$ cat config.mk
export PLATFORM = sky130hd
export DESIGN_NAME = mbist_march_ctrl
export DESIGN_NICKNAME = d
export VERILOG_FILES = /design/src/rtl/mbist_march_ctrl.sv
export SDC_FILE = /design/constraint.sdc
export NUM_CORES = 1
export LEC_CHECK = 0
export ABC_AREA = 1
export BUFFER_PORTS_ARGS = -buffer_cell sky130_fd_sc_hd__buf_2
export CAP_MARGIN = 0
export CORE_UTILIZATION = 30
export DETAILED_ROUTE_END_ITERATION = 16
export PLACE_DENSITY = 0.46
export SLEW_MARGIN = 10
export SYNTH_ARGS = -nofsm -noshare
export SYNTH_HDL_FRONTEND = slang
export SYNTH_SLANG_ARGS = --single-unit
$ cat constraint.sdc
create_clock -name clk -period 2.7 [get_ports clk]
set_clock_uncertainty 0.2 [all_clocks]
set_input_delay 0.54 -clock clk [delete_from_list [all_inputs] [get_ports clk]]
set_output_delay 0.54 -clock clk [all_outputs]
set_load 0.02 [all_outputs]
$ cat src/rtl/mbist_march_ctrl.sv
// March C- MBIST sequencer: drives a single-port memory through six March
// elements, checks every read two cycles later and records the first failure.
module mbist_march_ctrl #(
  parameter int DATA_WIDTH = 8,
  parameter int ADDR_WIDTH = 4,
  parameter int LAST_ADDR  = 15,
  parameter int CNT_WIDTH  = 8
) (
  input  logic                  clk,
  input  logic                  rst_n,
  input  logic                  start,
  output logic                  mem_write_read,
  output logic [ADDR_WIDTH-1:0] mem_address,
  output logic [DATA_WIDTH-1:0] mem_wdata,
  input  logic [DATA_WIDTH-1:0] mem_rdata,
  output logic                  busy,
  output logic                  done,
  output logic                  fail,
  output logic [ADDR_WIDTH-1:0] fail_addr,
  output logic [2:0]            fail_elem,
  output logic [DATA_WIDTH-1:0] fail_rdata,
  output logic [CNT_WIDTH-1:0]  fail_count,
  output logic [2:0]            dbg_state
);

  // Handshake: start is a level request sampled only in IDLE or DONE; busy is
  // high from the accepting edge until the run ends, then done holds until
  // the next accepted start or reset.

  typedef enum logic [2:0] {
    S_IDLE  = 3'd0,
    S_SETUP = 3'd1,
    S_RUN   = 3'd2,
    S_DRAIN = 3'd3,
    S_DONE  = 3'd4
  } state_t;

  localparam logic [ADDR_WIDTH-1:0] LAST_A = ADDR_WIDTH'(LAST_ADDR);

  state_t                  state, state_nxt;
  logic [2:0]              elem;
  logic [ADDR_WIDTH-1:0]   addr;
  logic                    phase;
  logic                    drain_cnt;
  logic                    accept;
  logic                    elem_down, two_op, at_end, last_op, is_write, rd_op;
  logic [DATA_WIDTH-1:0]   exp_val;

  logic                    s1_valid, s2_valid;
  logic [DATA_WIDTH-1:0]   s1_exp, s2_exp;
  logic [ADDR_WIDTH-1:0]   s1_addr, s2_addr;
  logic [2:0]              s1_elem, s2_elem;

  function automatic logic [ADDR_WIDTH-1:0] start_addr(input logic [2:0] e);
    return (e == 3'd3 || e == 3'd4) ? LAST_A : '0;
  endfunction

  assign accept    = (state == S_IDLE || state == S_DONE) && start;
  assign elem_down = (elem == 3'd3) || (elem == 3'd4);
  assign two_op    = (elem >= 3'd1) && (elem <= 3'd4);
  assign at_end    = elem_down ? (addr == '0) : (addr == LAST_A);
  assign last_op   = (state == S_RUN) && at_end && (!two_op || phase);
  assign is_write  = (elem == 3'd0) || (two_op && phase);

  // Element write background; E5 has no write and keeps E4's zeros.
  assign mem_wdata   = (elem == 3'd1 || elem == 3'd3) ? '1 : '0;
  assign exp_val     = (elem == 3'd2 || elem == 3'd4) ? '1 : '0;
  assign mem_address = addr;
  assign dbg_state   = state;

  always_ff @(posedge clk) begin
    if (!rst_n) state <= S_IDLE;
    else        state <= state_nxt;
  end

  always_comb begin
    state_nxt = state;
    case (state)
      S_IDLE, S_DONE: if (start) state_nxt = S_SETUP;
      S_SETUP:        state_nxt = S_RUN;
      S_RUN:          if (last_op) state_nxt = (elem == 3'd5) ? S_DRAIN : S_SETUP;
      S_DRAIN:        if (drain_cnt) state_nxt = S_DONE;
      default:        state_nxt = S_IDLE;
    endcase
  end

  always_comb begin
    busy           = 1'b0;
    done           = 1'b0;
    mem_write_read = 1'b0;
    rd_op          = 1'b0;
    case (state)
      S_SETUP: busy = 1'b1;
      S_RUN: begin
        busy           = 1'b1;
        mem_write_read = is_write;
        rd_op          = !is_write;
      end
      S_DRAIN: busy = 1'b1;
      S_DONE:  done = 1'b1;
      default: ;
    endcase
  end

  // Element/address walker; the next element's start address is loaded on
  // the edge into SETUP so it is already on the bus during SETUP.
  always_ff @(posedge clk) begin
    if (!rst_n) begin
      elem      <= 3'd0;
      addr      <= '0;
      phase     <= 1'b0;
      drain_cnt <= 1'b0;
    end else begin
      case (state)
        S_IDLE, S_DONE: begin
          if (start) begin
            elem  <= 3'd0;
            addr  <= '0;
            phase <= 1'b0;
          end
        end
        S_RUN: begin
          drain_cnt <= 1'b0;
          if (two_op && !phase) begin
            phase <= 1'b1;
          end else begin
            phase <= 1'b0;
            if (at_end) begin
              if (elem != 3'd5) begin
                elem <= elem + 3'd1;
                addr <= start_addr(elem + 3'd1);
              end
            end else if (elem_down) begin
              addr <= addr - ADDR_WIDTH'(1);
            end else begin
              addr <= addr + ADDR_WIDTH'(1);
            end
          end
        end
        S_DRAIN: drain_cnt <= 1'b1;
        default: ;
      endcase
    end
  end

  always_ff @(posedge clk) begin
    if (!rst_n || accept) begin
      s1_valid <= 1'b0;
      s1_exp   <= '0;
      s1_addr  <= '0;
      s1_elem  <= 3'd0;
      s2_valid <= 1'b0;
      s2_exp   <= '0;
      s2_addr  <= '0;
      s2_elem  <= 3'd0;
    end else begin
      s1_valid <= rd_op;
      s1_exp   <= exp_val;
      s1_addr  <= addr;
      s1_elem  <= elem;
      s2_valid <= s1_valid;
      s2_exp   <= s1_exp;
      s2_addr  <= s1_addr;
      s2_elem  <= s1_elem;
    end
  end

  // Stage 2 lines up with the memory's read latency; only the first
  // miscompare is captured, later ones only bump the saturating count.
  always_ff @(posedge clk) begin
    if (!rst_n || accept) begin
      fail       <= 1'b0;
      fail_addr  <= '0;
      fail_elem  <= 3'd0;
      fail_rdata <= '0;
      fail_count <= '0;
    end else if (s2_valid && (mem_rdata != s2_exp)) begin
      fail <= 1'b1;
      if (fail_count != {CNT_WIDTH{1'b1}}) fail_count <= fail_count + CNT_WIDTH'(1);
      if (!fail) begin
        fail_addr  <= s2_addr;
        fail_elem  <= s2_elem;
        fail_rdata <= mem_rdata;
      end
    end
  end

endmodule

# Word level (Yosys, flattened, before mapping)
# Index checks and enable logic that the tools add are counted.
classes:
  addsub: 4
  magnitude_cmp: 2
  eq_ne: 22
  mux: 27
  n_bitwise: 2
  reduce_logical: 33
op_table:
  columns: ["operator", "count"]
  rows:
  - ["$mux 4", 6]
  - ["$mux 3", 7]
  - ["$mux 8", 2]
  - ["$eq 3x2->1 const B", 5]
  - ["$eq 3x3->1 const B", 4]
  - ["$pmux 3 s4", 1]
  - ["$ne 2x2->1 const B", 5]
  - ["$add 8x1->8 const B", 1]
  - ["$logic_or 1x1->1", 8]
  - ["$ne 8x8->1", 1]
  - ["$ne 8x8->1 const B", 1]
  - ["$pmux 4 s2", 1]
  - ["$logic_and 1x1->1", 7]
  - ["$eq 3x1->1 const B", 2]
  - ["$logic_not 3->1", 2]
  - ["$mux 1", 6]
  - ["$pmux 3 s2", 1]
  - ["$reduce_and 2->1", 3]
  - ["$reduce_and 5->1", 1]
  - ["$add 4x1->4 const B", 1]
  - ["$eq 4x4->1 const B", 1]
  - ["$logic_not 1->1", 4]
  - ["$logic_not 4->1", 1]
  - ["$pmux 1 s2", 2]
  - ["other kinds (14)", 17]
word_totals:
  register_bits: 68
  input_bits: 11
  out_inout_bits: 42
  wordCells: 108

# Logic depth before layout (Yosys ltp)
logic_depth:
  word_depth: 8
  mapped_depth: 12
  ltp_nobuf: 12

# Worst setup path before layout
# Ideal clock, no wire load.
synth_path:
  path_type: "register to output"
  startpoint: "register elem[0]"
  endpoint: "output port mem_write_read"
  t_arrival_ns: 1.371
  required_ns: 1.960
  setup_slack_ns: 0.589
  stages_incl_launch_ff: 9
  path_buffers: 0
  cell_sequence: "dfxtp_1 -> inv_1 -> ha_1 -> inv_1 -> nand2_2 -> nand2_1 -> o22ai_1 -> inv_1 -> nor2_1"
synth_via:
  elab_chain_len: 5
  elab_cells_between_ends: 7
  classes_between: "order compare: 2; mux: 1; reduce/logical: 4"
synth_rtl:
  columns: ["element", "line", "text"]
  rows:
  - ["start, declared", "41", "logic [2:0] elem;"]
  - ["start signal, assigned", "130", "elem <= elem + 3'd1;"]
  - ["$ge 3x1->1 or $le 3x3->1 (tied branches)", "60", "assign two_op = (elem >= 3'd1) && (elem <= 3'd4);"]
  - ["$logic_and 1x1->1", "60", null]
  - ["$logic_and 1x1->1", "63", "assign is_write = (elem == 3'd0) || (two_op && phase);"]
  - ["$logic_or 1x1->1 (*)", "63", null]
  - ["$mux 1 (*)", "92", "case (state)"]
  - ["end, declared", "12", "output logic mem_write_read,"]
# Every way passes the cells marked *; elsewhere a longest branch is shown, timed or not.

# Worst setup path in the final report
layout_path:
  startpoint: "register elem[1]"
  endpoint: "output port mem_write_read"
# Same word-level chain as after synthesis.

==> metrics <==
status complete, no violations; HPWL after DPL between 3000 and 4000 um; commonest cells in the netlist nand2_1 (71), dfxtp_1 (54), nor2_1 (52), inv_1 (38), nand3_1 (38); hold-fix buffers at CTS 0; Remaining DRCs 0; Longest Clk Path Bufs 2; CP top delay family buffers and inverters; initial core utilization a little under a third; crit path kind reg -> out; fmax just under 0.4 GHz; CTS root buffer clkbuf_8; hold path start s1_addr[1]$_SDFF_PP0_; Layout area overhead 15.5%; pin count of the biggest net entering global routing 28; combinational group share of total power approximately two fifths; DRT Pass-1 Iters 4; Flop pwr share a little under two fifths; initial antenna violation count 0; final setup TNS 0 ns; clock network power share between 20% and 30%; Reg2Reg Launch Point elem[0]$_SDFFE_PN0P_; most frequent cell after synthesis nand2_1; switching share of total power 42.8%; Main synth FF type dfxtp_1; Ant. Diodes 0; CP required 1.96 ns; Worst-Margin Slew 0.520 ns; DRT iter0 DRCs 66; ANT nets after route 0; synthesized area around 0.0026 sq mm; post-synth top area cell dfxtp_1; Pleak ~1.3 nW; Core Region 0.00830 sq mm; Avg Vias per Cell ~4.4; Area contributors post-synth dfxtp_1 (42%), nand2_1 (10%), nor2_1 (7.5%); number of flops mapped to enable cells by yosys 0; crit end category primary output; Buf/Inv on CP 4; H-tree lvl count 2; final worst-path cycle share ~94%; post-route cell area approximately 0.003 sq mm; gr usage total 12.9%; Async SR Flop Fraction 0%; min Tclk post-route between 2 and 3 ns; Switch Pwr about 1.1 mW; Yosys warning count 0; slew margin rel. 65.3%; via count approximately 2200; CP peak stage delay around 0.36 ns; Syn Area/Cell between 7 and 8 sq um; worst setup path start elem[1]$_SDFFE_PN0P_; worst min path class reg -> reg; Internal Power 1.42 mW; RSZ-0062 raised after global routing false; crit path DAT 1.79 ns; WL/cell roughly 11 um; CTS tree built; vias in the first global route roughly 2000; most used cell, CP inv_1; WL final roughly 5500 um; Clock transition at path regs ~0.11 ns; worst-path cell chain inv_1, ha_1, inv_1, nand2_2, nand2_1, o22ai_1, inv_1, nor2_1, buf_2; worst hold slack between 0.2 and 0.25 ns; DP Area 0.00290 sq mm; clock latency on the worst-skew pair between 0.3 and 0.4 ns; Die Wd around 95 um; post-synthesis register bit count between 50 and 60; Seq/Total Area, Yosys 41.7%; Peak supply drop 0.358 mV; share of cells above drive strength 1 between 20 and 25%; share of the synthesized area in the top cell type about two fifths; critical-path cell with the highest stage delay dfxtp_1; # setup viols final 0; Mapped Cells about 350; Max-Cap Viols 0; I/O Pins 53; syn_nets about 370; Die Y 95.0 um; Final Max Slew Viols 0; startpoint types flip-flop; Nets ~420; total CTS buffers 5; Fin. Hold Viols 0; Power Total roughly 2.5 mW; pwr/cell area approximately 830 mW/mm^2; area of the die about 0.009 sq mm; routability cong. 0.799; worst-path fanout max 5; first-pass GRT wire length 9050 um; global route total overflow 0; Cell Rows 33; Sink Count 54; Yosys cell types 31; Port Buffer Count 52
-- worst register-to-register path, delay by kind of cell (launching register included) --
| kind | cells | cell delay [ns] |
|---|---|---|
| flip-flops | 1 | 0.41 |
| buffers and inverters | 2 | 0.16 |
| AND/OR/NAND/NOR | 6 | 0.43 |
| AO/OA/AOI/OAI | 2 | 0.28 |
| adder cells (fa/ha/maj) | 2 | 0.56 |
-- per-stage QoR --
step	worst slack, ns	util, %	std cells
5_1_grt	0.0255	36.1	504
3_3_place_gp	0.500	34.9	496
6_report	0.166	36.1	504
2_1_floorplan	0.589	-	353
3_5_place_dp	0.438	34.9	496
4_1_cts	0.0802	36.1	504
-- logic make-up (layout without fill, tap and decap cells) --
group,after synthesis,in the layout,share of synthesized area (%)
compound gates,39,39,8.01
fa+ha+maj,9,9,4.63
xor+xnor,7,7,2.36
simple gates,184,184,32.8
buf+inv,60,106,10.6
flops,54,54,41.7
-- final timing paths --
kind                                 endpoint  slack [ns]  depth (start not counted)
setup / recovery               mem_write_read        0.17                          9
setup reg to reg  mem_address[3]$_SDFFE_PN0P_        0.60                         12
hold reg to reg         s2_addr[1]$_SDFF_PP0_        0.20                          2
hold / removal          s2_addr[1]$_SDFF_PP0_        0.20                          2
-- area by class of cell --
class,instances,area (sq um)
fill,919,5300
multi-input combinational,239,1240
sequential,54,1080
timing repair buffer,55,283
inverter,43,164
tap,105,131
clock buffer,6,82.6
clock inverter,2,16.3
-- power groups by stage --
stage	logic, mW	clock network (mW)	registers [mW]
6_report	1.04	0.496	0.946
5_1_grt	1.18	0.547	0.958
4_1_cts	1.05	0.519	0.945
3_5_place_dp	1.05	0	0.964
3_3_place_gp	1.05	0	0.961
2_1_floorplan	0.849	0	0.970
-- per-layer routing --
| metal | global-route usage (%) | share of wire, % | up-vias |
|---|---|---|---|
| li1 | - | - | 1192 |
| met1 | 16.7 | 50 | 994 |
| met2 | 21.5 | 45 | 41 |
| met3 | 2.58 | 4.1 | 5 |
| met4 | 3.79 | 0.87 | 0 |
| met5 | 0 | 0 | - |
-- flip-flops by register name, summed over array words and instances, names as in the netlist, 3 cells and up --
signal       flops
fail_addr        4
fail_count       8
elem             3
s1_elem          3
fail_elem        3
dbg_state        3
s2_elem          3
s1_addr          4
mem_address      4
fail_rdata       8
s2_addr          4
-- layout by cell type (no fill, tap or decap) --
cell type and instances:
nand3b_1 1, nand4_1 1, nand3_4 1, inv_1 37, nor2_1 52, nand4_2 2
nor2_4 2, nand2_1 71, a21oi_4 1, o21ai_0 2, nand3_1 38, nor2_2 5
inv_2 5, xor2_1 6, buf_4 3, dfxtp_1 54, buf_2 52, fa_1 1
inv_4 1, nand2_4 4, xnor2_1 1, or2_1 1, a21oi_1 34, clkbuf_8 6
o22ai_1 1, ha_1 8, inv_6 1, nor3_1 1, clkinvlp_4 1, nand2_2 5
o21ai_1 1
-- repair_timing --
action,4_1_cts,5_1_grt
setup buffers,0,0
resized for setup,0,1
setup endpoints to repair,0,1
Power figures use the tool's default switching activity.
